===== src/rtl/snax_dream_out_buffer.sv =====
// Result buffer between the accelerator and the streamer; counts one job of beats and pulses done.
// Latency 1 cycle push-to-stream; acc_ready_o drops when the FIFO is full or outside RUN.

module snax_dream_out_fifo #(
    parameter int DataWidth = 512,
    parameter int Depth     = 4
) (
    input  logic                         clk_i,
    input  logic                         rst_ni,
    input  logic                         clear_i,
    input  logic                         push,
    input  logic                         pop,
    input  logic [DataWidth-1:0]         wdata,
    output logic [DataWidth-1:0]         rdata,
    output logic                         full,
    output logic                         empty,
    output logic [$clog2(Depth):0]       occupancy
);
    localparam int AddrWidth = $clog2(Depth);

    logic [DataWidth-1:0] mem [Depth];
    logic [AddrWidth-1:0] wr_ptr;
    logic [AddrWidth-1:0] rd_ptr;
    logic [AddrWidth:0]   occ;
    logic                 do_push;
    logic                 do_pop;

    assign full      = (occ == (AddrWidth+1)'(Depth));
    assign empty     = (occ == '0);
    assign occupancy = occ;
    assign rdata     = mem[rd_ptr];
    assign do_push   = push && !full;
    assign do_pop    = pop && !empty;

    always_ff @(posedge clk_i or negedge rst_ni) begin
        if (!rst_ni) begin
            wr_ptr <= '0;
            rd_ptr <= '0;
            occ    <= '0;
            for (int i = 0; i < Depth; i++) begin
                mem[i] <= '0;
            end
        end else if (clear_i) begin
            wr_ptr <= '0;
            rd_ptr <= '0;
            occ    <= '0;
        end else begin
            if (do_push) begin
                mem[wr_ptr] <= wdata;
                wr_ptr      <= wr_ptr + 1'b1;
            end
            if (do_pop) begin
                rd_ptr <= rd_ptr + 1'b1;
            end
            case ({do_push, do_pop})
                2'b10:   occ <= occ + 1'b1;
                2'b01:   occ <= occ - 1'b1;
                default: occ <= occ;
            endcase
        end
    end
endmodule

module snax_dream_out_buffer #(
    parameter int DataWidth    = 512,
    parameter int Depth        = 4,
    parameter int RegDataWidth = 32
) (
    input  logic                    clk_i,
    input  logic                    rst_ni,
    input  logic [DataWidth-1:0]    acc_data_i,
    input  logic                    acc_valid_i,
    output logic                    acc_ready_o,
    output logic [DataWidth-1:0]    stream_data_o,
    output logic                    stream_valid_o,
    input  logic                    stream_ready_i,
    input  logic [RegDataWidth-1:0] beat_target_i,
    input  logic                    start_i,
    input  logic                    clear_i,
    output logic                    busy_o,
    output logic                    done_o,
    output logic [RegDataWidth-1:0] beat_count_o
);
    typedef enum logic [1:0] {IDLE, RUN, DRAIN, DONE} state_t;

    state_t                  state_q, state_d;
    logic [RegDataWidth-1:0] target_q;
    logic [RegDataWidth-1:0] in_cnt_q;
    logic [RegDataWidth-1:0] beat_cnt_q;
    logic                    fifo_full;
    logic                    fifo_empty;
    logic [$clog2(Depth):0]  fifo_occ;
    logic                    push;
    logic                    pop;
    logic                    last_push;

    assign acc_ready_o    = (state_q == RUN) && !fifo_full;
    assign stream_valid_o = !fifo_empty;
    assign push           = acc_valid_i && acc_ready_o;
    assign pop            = stream_valid_o && stream_ready_i;
    assign last_push      = push && ((in_cnt_q + 1'b1) == target_q);
    assign busy_o         = (state_q == RUN) || (state_q == DRAIN);
    assign done_o         = (state_q == DONE);
    assign beat_count_o   = beat_cnt_q;

    snax_dream_out_fifo #(
        .DataWidth (DataWidth),
        .Depth     (Depth)
    ) u_fifo (
        .clk_i     (clk_i),
        .rst_ni    (rst_ni),
        .clear_i   (clear_i),
        .push      (push),
        .pop       (pop),
        .wdata     (acc_data_i),
        .rdata     (stream_data_o),
        .full      (fifo_full),
        .empty     (fifo_empty),
        .occupancy (fifo_occ)
    );

    always_ff @(posedge clk_i or negedge rst_ni) begin
        if (!rst_ni) begin
            state_q <= IDLE;
        end else begin
            state_q <= state_d;
        end
    end

    always_comb begin
        state_d = state_q;
        case (state_q)
            IDLE: begin
                if (start_i) begin
                    state_d = (beat_target_i == '0) ? DONE : RUN;
                end
            end
            RUN: begin
                if (last_push) begin
                    state_d = DRAIN;
                end
            end
            DRAIN: begin
                // Leave on the edge that pops the final beat, not one cycle later.
                if (fifo_empty || (pop && (fifo_occ == 1))) begin
                    state_d = DONE;
                end
            end
            DONE:    state_d = IDLE;
            default: state_d = IDLE;
        endcase
        if (clear_i) begin
            state_d = IDLE;
        end
    end

    always_ff @(posedge clk_i or negedge rst_ni) begin
        if (!rst_ni) begin
            target_q   <= '0;
            in_cnt_q   <= '0;
            beat_cnt_q <= '0;
        end else if (clear_i) begin
            in_cnt_q   <= '0;
            beat_cnt_q <= '0;
        end else if ((state_q == IDLE) && start_i) begin
            target_q   <= beat_target_i;
            in_cnt_q   <= '0;
            beat_cnt_q <= '0;
        end else begin
            if (push) begin
                in_cnt_q <= in_cnt_q + 1'b1;
            end
            if (pop) begin
                beat_cnt_q <= beat_cnt_q + 1'b1;
            end
        end
    end
endmodule


===== config.mk =====
export PLATFORM = sky130hd
export DESIGN_NAME = snax_dream_out_buffer
export DESIGN_NICKNAME = d
export VERILOG_FILES = /design/src/rtl/snax_dream_out_buffer.sv
export SDC_FILE = /design/constraint.sdc
export NUM_CORES = 2
export LEC_CHECK = 0
export BUFFER_PORTS_ARGS = -buffer_cell sky130_fd_sc_hd__buf_2
export CORE_ASPECT_RATIO = 1.5
export CORE_MARGIN = 5
export CORE_UTILIZATION = 35
export CTS_CLUSTER_DIAMETER = 200
export CTS_CLUSTER_SIZE = 14
export DETAILED_ROUTE_END_ITERATION = 10
export SYNTH_ARGS = -nofsm -noshare
export SYNTH_HDL_FRONTEND = slang
export SYNTH_HIERARCHICAL = 1
export SYNTH_SLANG_ARGS = --single-unit

===== constraint.sdc =====
create_clock -name clk_i -period 3 [get_ports clk_i]
set_input_delay 0.3 -clock clk_i [delete_from_list [all_inputs] [get_ports clk_i]]
set_output_delay 0.3 -clock clk_i [all_outputs]
set_load 0.01 [all_outputs]

==> Word-level counts from Yosys, hierarchy flattened <==
Index checks and enable logic that the tools add are counted.
{ "word_totals": {"out_inout_bits": 548, "in_bits": 550, "wordCells": 82, "register_bits": 2153} }
{ "op_classes": {"magnitude_cmp": 3, "bitwise_logic": 3, "n_mux": 24, "eq_ne": 11, "reduce_logical": 24, "addsub": 6} }
{ "ops": {"columns": ["operator", "n"], "rows": [
  ["$bwmux W2048", 1],
  ["$mux W512", 3],
  ["$bmux W512 S2", 1],
  ["$demux W512 S2", 1],
  ["$mux W32", 6],
  ["$add A32 B1 Y32 const B", 2],
  ["$eq A32 B32 Y1", 1],
  ["$logic_not A32 Y1", 1],
  ["$mux W2", 9],
  ["$logic_and A1 B1 Y1", 9],
  ["$reduce_bool A3 Y1", 3],
  ["$pmux W2 S4", 1],
  ["$eq A2 B2 Y1 const B", 3],
  ["$ge A3 B3 Y1 const B", 2],
  ["$ne A3 B3 Y1 const B", 2],
  ["$not A2 Y3", 2],
  ["$pmux W3 S2", 1],
  ["$add A2 B1 Y2 const B", 2],
  ["$eq A2 B1 Y1 const B", 2],
  ["$reduce_and A2 Y1", 2],
  ["$reduce_bool A2 Y1", 2],
  ["$add A3 B1 Y3 const B", 1],
  ["$eq A3 B1 Y1 const B", 1],
  ["$eq A3 B3 Y1 const B", 1],
  ["10 further kinds", 12]
]} }

==> Longest topological paths before layout <==
{ "logic_depth": {"depth_word": 8, "depth_mapped": 14, "ltp_nobuf": 11} }

==> Cells and area by module <==
The synthesis kept the hierarchy.
{ "modules_own_cells": {"columns": ["mod", "area_each_um2", "cells_each", "seq_area_each_um2", "n_inst"], "rows": [
  ["snax_dream_out_fifo", 98488.2, 5014, 51424.3, 1],
  ["snax_dream_out_buffer", 5810.6, 592, 2452.4, 1]
]} }

==> Worst setup path before layout <==
OpenSTA, ideal clock, no wires.
{ "synth_path": {"path_type": "reg-to-reg", "startpoint": "register u_fifo.occ[2] (netlist: u_fifo/occupancy[2])", "endpoint": "register u_fifo.occ[1] (netlist: u_fifo/occupancy[1])", "path_buffers": 4, "required_ps": 2914, "synth_period_minus_slack_ps": 2997, "setup_time_ps": 86, "path_slack_ps": 3, "arrival_time_ps": 2911, "path_stages_with_launch": 14, "path_cell_list": "dfrtp_1 > buf_6 > nor3b_4 > nor2b_1 > nand2_1 > clkbuf_1 > inv_1 > buf_1 > clkbuf_1 > o21ai_0 > nor2b_1 > fa_1 > a41oi_1 > nor3_1"} }
{ "synth_between": {"elab_chain_cells": 8, "word_cells_on_any_way": 14, "cone_classes": "eq/ne (3); mux (2); reduce/logical (9)"} }
{ "synth_rtl": {"columns": ["element", "line_no", "source"], "rows": [
  ["from (decl)", "24", "logic [AddrWidth:0] occ;"],
  ["from (signal assigned)", "56", "2'b10: occ <= occ + 1'b1;"],
  ["from (signal assigned)", "57", "2'b01: occ <= occ - 1'b1;"],
  ["$eq A3 B3 Y1 (*)", "28", "assign full = (occ == (AddrWidth+1)'(Depth));"],
  ["named net fifo_full", "90", "logic fifo_full;"],
  ["$logic_not A1 Y1 (*)", "97", "assign acc_ready_o = (state_q == RUN) && !fifo_full;"],
  ["$logic_and A1 B1 Y1 (*)", "97", null],
  ["named net acc_ready_o", "73", "output logic acc_ready_o,"],
  ["$logic_and A1 B1 Y1 (*)", "99", "assign push = acc_valid_i && acc_ready_o;"],
  ["named net push", "93", "logic push;"],
  ["$logic_and A1 B1 Y1 (*)", "32", "assign do_push = push && !full;"],
  ["$eq A2 B1 Y1 or $eq A2 B2 Y1 (tied branches)", "55", "case ({do_push, do_pop})"],
  ["$pmux W3 S2", "55", null],
  ["$mux W3", "43", "end else if (clear_i) begin"]
]} }
The timed path passes the listed nets; every way through them passes the cells marked *.
A chain may end at the register's enable or synchronous reset.

==> Final worst setup path <==
{ "layout_path": {"startpoint": "register u_fifo.rd_ptr[0]", "endpoint": "output stream_data_o[416]"} }
{ "layout_between": {"elab_chain_cells": 4} }
{ "layout_rtl": {"columns": ["element", "line_no", "source"], "rows": [
  ["from (decl)", "23", "logic [AddrWidth-1:0] rd_ptr;"],
  ["from (signal assigned)", "53", "rd_ptr <= rd_ptr + 1'b1;"],
  ["$not A2 Y3 (implied by the code)", "31", "assign rdata = mem[rd_ptr];"],
  ["$bmux W512 S2", "31", null],
  ["$mux W512 (implied by the code) (2 in series)", "31", null],
  ["to (decl)", "74", "output logic [DataWidth-1:0] stream_data_o,"]
]} }
Every way passes these cells. The select of a mux whose other input is x is not followed.

==> impl_results.md <==
* Post-synthesis mux area share at 40.4%
* Tot Pwr at 93.3 mW
* P&R area growth vs syn at 23.4%
* Combinational power share at between 30% and 40%
* Layout Nets at roughly 8,100
* GRT Resource Usage Total at approximately 18%
* Post-synthesis compound-gate area fraction at less than 1%
* CTS tree: done
* Yosys reg bits at between 2,000 and 2,500
* Root buf cell: clkbuf_16
* Worst setup EP type: output pin
* Setup-failing EPs final at just under 90
* Fillers at approximately 26,000
* Hold_ws at approximately 55 ps
* Post-Route Utilization at 43.4%
* Post-synthesis simple-gate area fraction at 1.59%
* Share of layout cells above drive strength 1 at between 50 and 60%
* Synthesized Nets at about 6,000
* Post-route cell area at approximately 130,000 um2
* Die Ht at roughly 680 um
* RR Endpoint: state_q[0]$_DFFE_PN0P_
* Post-synth top area share at 51.7%
* WL final at around 300 mm
* Setup clock skew after layout at between 70 and 80 ps
* Ys flop type: dfrtp_1
* Mapped Cells at ~5,600
* Outcome: finished with violations
* Syn_area_per_cell at approximately 19 um2
* Max_slew headroom at 44.5%
* Final count of hold timing violations at 0
* Clk sink count at 2,153
* I/O Buffers at approximately 1,100
* Synth top cells by count: dfrtp_1 (2,153), mux2_4 (1,920), mux4_2 (512)
* Largest family of logic cells by synthesized area: multiplexers
* Top-count cell post-synth: dfrtp_1
* H-Tree Level Count at 4
* Vias in the first global route at roughly 65,000
* Initial antenna violation count at 68
* FF-to-FF Start: in_cnt_q[3]$_DFFE_PN0P_
* 1st-iter DRT viols at 3,153
* CP startpoint kind: register
* Clock slew at reported path FFs at 70 ps
* Core area at approximately 300,000 um2
* First-pass GRT wire length at 443 mm
* Die Width at 456 um
* Final slew viol count at 0
* Maximum buffer depth of the clock tree at 4
* RePlAce Congestion at 0.831
* Hold Crit Class: input port to async pin
* Sw Ratio at between 20 and 30%
* Synth cell types at 68
* Mapped Area at approximately 100,000 um2
* Site Rows at between 200 and 250
* Pwr dens at about 720 nW/um2
* WP data arrival at roughly 2800 ps
* Detailed-router iteration count before antenna repair at 7
* Syn. warnings at 6
* Seq pwr share at 43.3%
* DRC at 0
* Worst IR Drop VDD at 557 uV
* Largest net degree at the start of global routing at roughly 120
* Post-synth ARST share at between 90% and 100%
* Initial core utilization at a little over a third
* Largest area contributor in the netlist: dfrtp_1
* Clk Latency, worst-skew pair at 870 ps
* Clock share of power at 22.8%
* Max FO, Critical Path at 8
* Routed vias/inst at about 5
* Max Fclk at between 300 and 400 MHz
* Synth top area cells: dfrtp_1 (52%), mux2_4 (28%), mux4_2 (11%), buf_12 (4.1%), mux2_2 (1.7%)
* P_leak at around 58 nW
* RSZ-0062 raised after global routing: true
* EDFF count, synth at 0
* Max Cap Viol at 0
* GRT Residual Overflow at 0
* Num CTS Buffers at ~180
* Post-synthesis xor/xnor area fraction at less than 1%
* Adder-cell area share of the yosys netlist at 0.139%
* Psw at 27.2 mW
* Full die area at 309,000 um2
* Setup CP Type: register to output pin
* Placed Area at 114,000 um2
* Worst EP required at between 2000 and 3000 ps
* Worst Tran Pin Value at ~830 ps
* Slack of the critical path at -72.4 ps
* Routed WL per cell at approximately 26 um
* Num ports at 1,098
* Final period util at 102%
* Fin crit period at just over 3000 ps
* Seq/Total Area, Yosys at around 52%
* Internal at between 60 and 70 mW
* Reg-to-reg slack, setup at around 230 ps
* R2R cell count at 9
* Routed vias at between 50,000 and 60,000
* Failing checks: setup timing
* HPWL after DPL at 205 mm
* Final antenna-violating net count at 0
## registers in the layout (all words and copies together) (netlist names)
name / count
u_fifo/occupancy: 3
u_fifo/mem: 2048
in_cnt_q: 32
target_q: 32
state_q: 2
beat_count_o: 32
u_fifo/wr_ptr: 2
u_fifo/rd_ptr: 2
## cell usage in the layout (no fill, tap or decap), drive strengths merged, types with 3 or more instances in the layout
cell	netlist	layout
and4	6	6
inv	11	14
nor3	16	16
a211oi	5	5
dfrtp	2153	2153
nand2	45	45
mux2	2080	2080
clkbuf	57	209
clkinv	0	3
or3	12	12
buf	323	1521
xor2	50	50
ha	10	10
nand2b	5	5
nor2	87	87
and2	8	8
diode	0	43
o21ai	15	15
nor3b	4	4
a21oi	15	15
nor4	21	21
a31oi	5	5
nor2b	6	6
dlygate4sd3	0	548
nand3	29	29
mux4	512	512
nand4	32	32
o211ai	4	4
xnor2	50	50
and3	14	14
## metal layers
| layer | vias up | GRT usage [%] | wire (um) |
|---|---|---|---|
| li1 | 24446 | - | - |
| met1 | 31371 | 22.5 | 121000 |
| met2 | 1500 | 32.2 | 153000 |
| met3 | 480 | 3.57 | 14400 |
| met4 | 12 | 7.30 | 13300 |
| met5 | - | 0 | 76 |
## area by class of cell
| class | instances | area, um2 | share of cell area (%) |
|---|---|---|---|
| clock inverters | 6 | 77.6 | 0.0603 |
| repair buffers | 2098 | 19800 | 15.4 |
| flip-flops and latches | 2153 | 53900 | 41.9 |
| diodes | 43 | 108 | 0.0836 |
| clock buffers | 182 | 4530 | 3.52 |
| inverters | 11 | 41.3 | 0.0321 |
| multi-input cells | 3062 | 45300 | 35.2 |
| well taps | 3952 | 4940 | 3.84 |
## metrics by stage
| stage | worst slack [ps] | TNS (ps) | std cells |
|---|---|---|---|
| final | -72.4 | -1970 | 11507 |
| after global routing | -181 | -38010 | 11500 |
| after CTS | -190 | -41300 | 11396 |
| after detailed placement | 118 | 0 | 10620 |
| after global placement | 74.9 | 0 | 10620 |
| after floorplan | 3.44 | 0 | 5606 |
## worst max-delay path by stage
stage               slack, ps                         endpoint                             from
detailed placement        120           state_q[1]$_DFFE_PN0P_          in_cnt_q[5]$_DFFE_PN0P_
finish                    -70               stream_data_o[416]     u_fifo/rd_ptr[0]$_DFFE_PN0P_
global route             -180               stream_data_o[446]     u_fifo/rd_ptr[0]$_DFFE_PN0P_
CTS                      -190               stream_data_o[121]     u_fifo/rd_ptr[0]$_DFFE_PN0P_
global placement           70           state_q[1]$_DFFE_PN0P_           state_q[1]$_DFFE_PN0P_
floorplan                   3  u_fifo/occupancy[1]$_DFFE_PN0P_  u_fifo/occupancy[2]$_DFFE_PN0P_
## power by group through the flow
stage	clock network, mW	logic, mW	registers, mW
after floorplan	0	18.8	39.1
after global placement	0	27.8	40.3
after detailed placement	0	28.3	40.7
after CTS	22.1	29.8	40.3
after global routing	23.0	33.0	41.2
final	21.3	31.5	40.4
## worst max-delay path, cell delays in order, from the launching register on
cell       delay [ps]
dfrtp_4           500
buf_16            180
buf_16            180
bufbuf_16         310
mux4_2            550
buf_2             170
## cell families after synthesis
family,after synthesis
buffers and inverters,391
multiplexers,2594
flip-flops,2153
adder cells (fa/ha/maj),11
AO/OA/AOI/OAI,62
AND/OR/NAND/NOR,295
XOR/XNOR,100
## what timing repair did
item | 4_1_cts | 5_1_grt
hold endpoints to repair | 2337 | 0
setup buffers | 22 | 39
resized for setup | 156 | 449
setup endpoints to repair | 487 | 422
cloned | 18 | 35
pin swaps | 0 | 0
hold buffers | 548 | 0
(Power assumes the default switching activity.)
